**config.mk**
```make
export PLATFORM = sky130hd
export DESIGN_NAME = uart_frame_rx
export DESIGN_NICKNAME = d
export VERILOG_FILES = /design/src/rtl/uart_frame_pkg.sv /design/src/rtl/uart_frame_rx_timeout.sv /design/src/rtl/uart_frame_rx.sv
export SDC_FILE = /design/constraint.sdc
export NUM_CORES = 1
export LEC_CHECK = 0
export BUFFER_PORTS_ARGS = -buffer_cell sky130_fd_sc_hd__buf_2
export CAP_MARGIN = 20
export CORE_ASPECT_RATIO = 1.5
export CORE_MARGIN = 3
export CORE_UTILIZATION = 45
export CTS_CLUSTER_SIZE = 14
export DETAILED_ROUTE_END_ITERATION = 10
export PLACE_DENSITY = 0.6
export SLEW_MARGIN = 20
export SYNTH_ARGS = -nofsm -noshare
export SYNTH_HDL_FRONTEND = slang
export SYNTH_HIERARCHICAL = 1
export SYNTH_SLANG_ARGS = --single-unit
```
**constraint.sdc**
```tcl
create_clock -name clk -period 13.4 [get_ports clk]
set_input_delay 0.67 -clock clk [delete_from_list [all_inputs] [get_ports clk]]
set_output_delay 0.67 -clock clk [all_outputs]
set_load 0.005 [all_outputs]
```
**src/rtl/uart_frame_pkg.sv**
```systemverilog
// rtl/uart_frame_pkg.sv - shared framing definitions for the UART frame receiver and transmitter
package uart_frame_pkg;

    typedef enum logic [1:0] {
        IDLE        = 2'd0,
        GET_LEN     = 2'd1,
        GET_PAYLOAD = 2'd2,
        GET_CHK     = 2'd3
    } frame_state_t;

    localparam logic [1:0] ERR_PARITY  = 2'd0;
    localparam logic [1:0] ERR_LEN     = 2'd1;
    localparam logic [1:0] ERR_CHK     = 2'd2;
    localparam logic [1:0] ERR_TIMEOUT = 2'd3;

    localparam logic [7:0] SOF_DEFAULT = 8'hA5;

endpackage

```
**src/rtl/uart_frame_rx_timeout.sv**
```systemverilog
// rtl/uart_frame_rx_timeout.sv - inter-byte stall counter for the frame receiver
module frame_timeout #(
    parameter int TIMEOUT_CYCLES = 20000
) (
    input  logic clk,
    input  logic reset,
    input  logic clr,
    input  logic run,
    output logic expired
);

    localparam int CW = $clog2(TIMEOUT_CYCLES + 1);
    localparam logic [CW-1:0] TERMINAL = CW'(TIMEOUT_CYCLES - 1);

    logic [CW-1:0] count;

    // Count idle cycles inside a frame; any received byte or leaving the frame restarts from zero.
    always_ff @(posedge clk or posedge reset) begin
        if (reset) begin
            count <= '0;
        end else if (clr || !run) begin
            count <= '0;
        end else if (count != TERMINAL) begin
            count <= count + CW'(1);
        end
    end

    assign expired = run && (count == TERMINAL);

endmodule

```
**src/rtl/uart_frame_rx.sv**
```systemverilog
// rtl/uart_frame_rx.sv - reassembles SOF/LEN/payload/checksum frames from received UART bytes
module uart_frame_rx
    import uart_frame_pkg::*;
#(
    parameter int         MAX_LEN        = 8,
    parameter logic [7:0] SOF            = SOF_DEFAULT,
    parameter int         TIMEOUT_CYCLES = 20000
) (
    input  logic                 clk,
    input  logic                 reset,
    input  logic [7:0]           data_received,
    input  logic                 rx_done,
    input  logic                 parity_error,
    output logic [8*MAX_LEN-1:0] frame_data,
    output logic [7:0]           frame_len,
    output logic                 frame_valid,
    output logic                 frame_error,
    output logic [1:0]           error_code
);

    localparam logic [7:0] MAX_LEN_B = 8'(MAX_LEN);

    frame_state_t         state, state_next;
    logic [7:0]           len, chk, idx;
    logic [8*MAX_LEN-1:0] shadow, shadow_masked;
    logic                 set_valid, set_error;
    logic [1:0]           err_next;
    logic                 expired, in_frame, byte_ok;

    assign in_frame = (state != IDLE);
    assign byte_ok  = rx_done && !parity_error;

    frame_timeout #(
        .TIMEOUT_CYCLES(TIMEOUT_CYCLES)
    ) u_timeout (
        .clk     (clk),
        .reset   (reset),
        .clr     (rx_done),
        .run     (in_frame),
        .expired (expired)
    );

    // Frame state register.
    always_ff @(posedge clk or posedge reset) begin
        if (reset) begin
            state <= IDLE;
        end else begin
            state <= state_next;
        end
    end

    // Next-state and frame verdict; a received byte takes priority over a coincident timeout.
    always_comb begin
        state_next = state;
        set_valid  = 1'b0;
        set_error  = 1'b0;
        err_next   = error_code;
        if (rx_done) begin
            if (in_frame && parity_error) begin
                state_next = IDLE;
                set_error  = 1'b1;
                err_next   = ERR_PARITY;
            end else begin
                case (state)
                    IDLE: begin
                        if (!parity_error && data_received == SOF) begin
                            state_next = GET_LEN;
                        end
                    end
                    GET_LEN: begin
                        if (data_received == 8'd0 || data_received > MAX_LEN_B) begin
                            state_next = IDLE;
                            set_error  = 1'b1;
                            err_next   = ERR_LEN;
                        end else begin
                            state_next = GET_PAYLOAD;
                        end
                    end
                    GET_PAYLOAD: begin
                        if (idx == len - 8'd1) begin
                            state_next = GET_CHK;
                        end
                    end
                    GET_CHK: begin
                        state_next = IDLE;
                        if (data_received == chk) begin
                            set_valid = 1'b1;
                        end else begin
                            set_error = 1'b1;
                            err_next  = ERR_CHK;
                        end
                    end
                    default: state_next = IDLE;
                endcase
            end
        end else if (expired) begin
            state_next = IDLE;
            set_error  = 1'b1;
            err_next   = ERR_TIMEOUT;
        end
    end

    // Length latch, running checksum and payload capture into the shadow buffer.
    always_ff @(posedge clk or posedge reset) begin
        if (reset) begin
            len    <= '0;
            chk    <= '0;
            idx    <= '0;
            shadow <= '0;
        end else if (byte_ok) begin
            if (state == GET_LEN && state_next == GET_PAYLOAD) begin
                len <= data_received;
                chk <= data_received;
                idx <= '0;
            end else if (state == GET_PAYLOAD) begin
                for (int i = 0; i < MAX_LEN; i++) begin
                    if (idx == 8'(i)) begin
                        shadow[8*i +: 8] <= data_received;
                    end
                end
                chk <= chk ^ data_received;
                idx <= idx + 8'd1;
            end
        end
    end

    // Bytes beyond the current length may hold a longer earlier frame, so they are zeroed on publish.
    always_comb begin
        shadow_masked = '0;
        for (int i = 0; i < MAX_LEN; i++) begin
            if (8'(i) < len) begin
                shadow_masked[8*i +: 8] = shadow[8*i +: 8];
            end
        end
    end

    // Registered result strobes and the published frame, which only a good checksum may update.
    always_ff @(posedge clk or posedge reset) begin
        if (reset) begin
            frame_data  <= '0;
            frame_len   <= '0;
            frame_valid <= 1'b0;
            frame_error <= 1'b0;
            error_code  <= ERR_PARITY;
        end else begin
            frame_valid <= set_valid;
            frame_error <= set_error;
            if (set_error) begin
                error_code <= err_next;
            end
            if (set_valid) begin
                frame_data <= shadow_masked;
                frame_len  <= len;
            end
        end
    end

endmodule

```
==> flow_summary.toml <==
[sta]
final_max_slew_viol_count = 0
max_slew_margin_pct = 40.9
worst_pin_slew_ns = 0.886
timing.final.crit_share_pct = 18.6
rsz0062_at_grt = "false"
fin_crit_ns = 2.50
max_freq_ghz = 0.400
worst_hold_slack_ns = 0.324
setup-tns-final_ns = 0
timing.final.setup_violations = 0
clock-skew-final_ns = 0.00861
final_hold_viol_count = 0

[clock_tree]
cts_sinks = 181
worst_setup_hold_path_clk_slew_ns = 0.07
clk-insertion-delay-late_ns = 0.43
cts_tree = "built"
tritoncts.num_buffers = 17
post-cts-setup-buffers = 0
cts_hold_buf = 0
post_cts_resize_count = 0
cts.path.max_buffers = 2
cts_root_buf = "sky130_fd_sc_hd__clkbuf_16"
htree_num_levels = 4

[grt]
grt_pass1_vias = 5799
antenna_found_initial = 0
grt_util_all_layers_pct = 19.5
largest_net_degree_at_the_start_of_global_routing = 97
grt_first_pass_wirelength_um = 29900
grt_remaining_overflow = 0

[synthesis]
share_of_synthesized_registers_carrying_an_async_set_or_reset_pct = 100
mappedNetlistNets = 792
mappedNetlistArea_mm2 = 0.00812
synth_cell_types = 66
sequential_to_total_area_share_from_yosys_stat_pct = 55.8
postSynthAreaPerCell_um2 = 10.5
ys.warnings.count = 6
synth_edf_count = 0
synth_ff_type = "sky130_fd_sc_hd__dfrtp_1"
synth.ff_latch_count = 181
synthCells = 770

[setup_path]
critical_path_peak_fanout = 17
slowest_delay_ns = 0.79
worst_setup_path_type = "flip-flop to flip-flop"
crit_required_ns = 13.71
critPathCaptureType = "flip-flop"
worstPathCellList = "and4bb_1 -> nand4b_1 -> mux2_2"
worst_setup_path_start_kind = "flip-flop"
worst-endpoint-arrival_ns = 2.81
crit_slowest_cell = "sky130_fd_sc_hd__and4bb_1"

[floorplanning]
chipWidth_um = 116
fp-row-count = 59
ios = 88
design.die.area_mm2 = 0.0197
floorplan.initialDensity_pct = 46.4
fp.coreArea_mm2 = 0.0175
chipHeight_um = 171

[detailed_routing]
drt-pass1-iter-count = 4
dr_total_vias = 5806
drt-total-wl_um = 18400
detail_route.drc_violations = 0
detail_route.wl_per_cell_um = 17.3
vias_per_cell = 5.44
drt.antenna.violating_nets = 0
initialDrtViolationCount = 299

[cells_and_area]
final_cell_count_without_fillers = 1067
num_antenna_cells = 0
final_layout_size_suffix_gt1_share_pct = 24.6
synthToLayoutAreaGrowth_pct = 14.7
fin_nets = 863
final_core_utilization_pct = 53.2

[placement]
placed_cells_incl_taps = 1034
port_buffers = 87
place_congestion = 0.858
detailedPlacementHpwl_um = 12100

[power]
power_density_mw_per_mm2 = 135
post-layout-total-power_mw = 1.26
vdd_ir_drop_max_mv = 0.0625
p_leak_nw = 4.94

[min_path]
hold_path.class = "primary input to async pin"

[job]
max_cap_violations = 0

[status]
run_status = "finished clean"
==> report_power, final <==
group	total, mW	internal (mW)	switching [mW]
Clock	0.521	0.299	0.223
Sequential	0.618	0.572	0.0452
Combinational	0.117	0.0510	0.0660
==> cell families (layout without fill, tap and decap cells) <==
logic type                 count (synthesis)  count (layout)  synth area share (%)
DFF                                      181             181                  55.8
and+or+nand+nor                          355             355                  21.6
AOI/OAI and AO/OA                         71              71                  5.70
xor gates and xnor gates                  30              30                  3.24
muxes                                     66              66                  9.12
buffers and inverters                     57             141                  3.00
adders and majority gates                 10              10                  1.54
==> worst max-delay path, delay by kind of cell (launching register included) <==
family	cells	cell delay (ns)
muxes	1	0.46
and+or+nand+nor	2	1.38
DFF	1	0.55
==> registers in the layout (all words and copies together), names as in the netlist <==
signal	count
shadow	64
frame_valid	1
frame_error	1
frame_data	64
chk	8
frame_len	8
error_code	2
len	8
state	2
idx	8
u_timeout/count	15
==> layer usage <==
| layer | share of wire, % | track usage, % | up-vias |
|---|---|---|---|
| met2 | 51 | 33.1 | 146 |
| met4 | 2.6 | 8.38 | 0 |
| met1 | 42 | 24.5 | 2844 |
| li1 | - | - | 2782 |
| met5 | 0 | 0 | - |
| met3 | 3.8 | 3.47 | 34 |
==> synthesized netlist by cell type (all sizes together) (3+ instances only) <==
cell | n | area (um2)
nor3 | 9 | 45.0
buf | 16 | 90.1
ha | 10 | 125
nand3b | 5 | 75.1
and3 | 3 | 18.8
o22ai | 3 | 18.8
o31ai | 12 | 95.1
or3 | 5 | 37.5
nand2b | 6 | 37.5
dfrtp | 181 | 4530
nor2 | 35 | 148
a21o | 3 | 22.5
mux2 | 64 | 721
clkbuf | 23 | 86.3
nor4 | 9 | 77.6
inv | 18 | 67.6
o21ai | 22 | 110
xnor2 | 11 | 96.3
a31oi | 8 | 50.1
nand4 | 9 | 56.3
xor2 | 19 | 166
and2 | 5 | 32.5
nand2 | 183 | 689
nand3 | 74 | 425
a21oi | 9 | 45.0
==> cell type report <==
class / instances / area, um2
Timing Repair Buffer: 91 / 478
Fill cell: 1572 / 8180
Clock buffer: 17 / 425
Clock inverter: 15 / 195
Multi-Input combinational cell: 532 / 3350
Sequential cell: 181 / 4530
Tap cell: 213 / 267
Inverter: 18 / 72.6
==> final timing paths <==
check,start,end,slack (ns),cells past startpoint
worst max-delay path,state[0]$_DFF_PP0_,shadow[25]$_DFFE_PP0P_,10.90,3
worst min-delay path,reset,u_timeout/count[8]$_DFFE_PP0P_,0.32,2
worst max register to register,state[0]$_DFF_PP0_,shadow[25]$_DFFE_PP0P_,10.90,3
worst min register to register,frame_data[3]$_DFFE_PP0P_,frame_data[3]$_DFFE_PP0P_,0.46,2
max in group asynchronous,reset,frame_data[59]$_DFFE_PP0P_,11.58,3
min in group clk,frame_data[3]$_DFFE_PP0P_,frame_data[3]$_DFFE_PP0P_,0.46,2
==> stage by stage <==
stage | cell area (um2) | setup slack [ns]
after global placement | 8670 | 10.26
after global routing | 9310 | 10.69
after CTS | 9290 | 10.63
final | 9310 | 10.90
after floorplan | 8120 | 8.24
after detailed placement | 8670 | 10.19
==> cell usage in the layout, fill, tap and decap left out, types with 6 or more instances in the layout <==
cell and count:
sky130_fd_sc_hd__o31ai_1 11, sky130_fd_sc_hd__clkbuf_16 17, sky130_fd_sc_hd__mux2_2 64, sky130_fd_sc_hd__xor2_1 19
sky130_fd_sc_hd__nand2b_1 6, sky130_fd_sc_hd__a31oi_1 8, sky130_fd_sc_hd__nor3_1 9, sky130_fd_sc_hd__ha_1 10
sky130_fd_sc_hd__xnor2_1 11, sky130_fd_sc_hd__inv_6 6, sky130_fd_sc_hd__dfrtp_1 181, sky130_fd_sc_hd__nor2_1 34
sky130_fd_sc_hd__nor4_1 7, sky130_fd_sc_hd__nand4_1 9, sky130_fd_sc_hd__o21ai_0 20, sky130_fd_sc_hd__inv_1 16
sky130_fd_sc_hd__nand3_1 69, sky130_fd_sc_hd__nand2_1 182, sky130_fd_sc_hd__a21oi_1 9, sky130_fd_sc_hd__buf_2 87
Power figures use the tool's default switching activity.
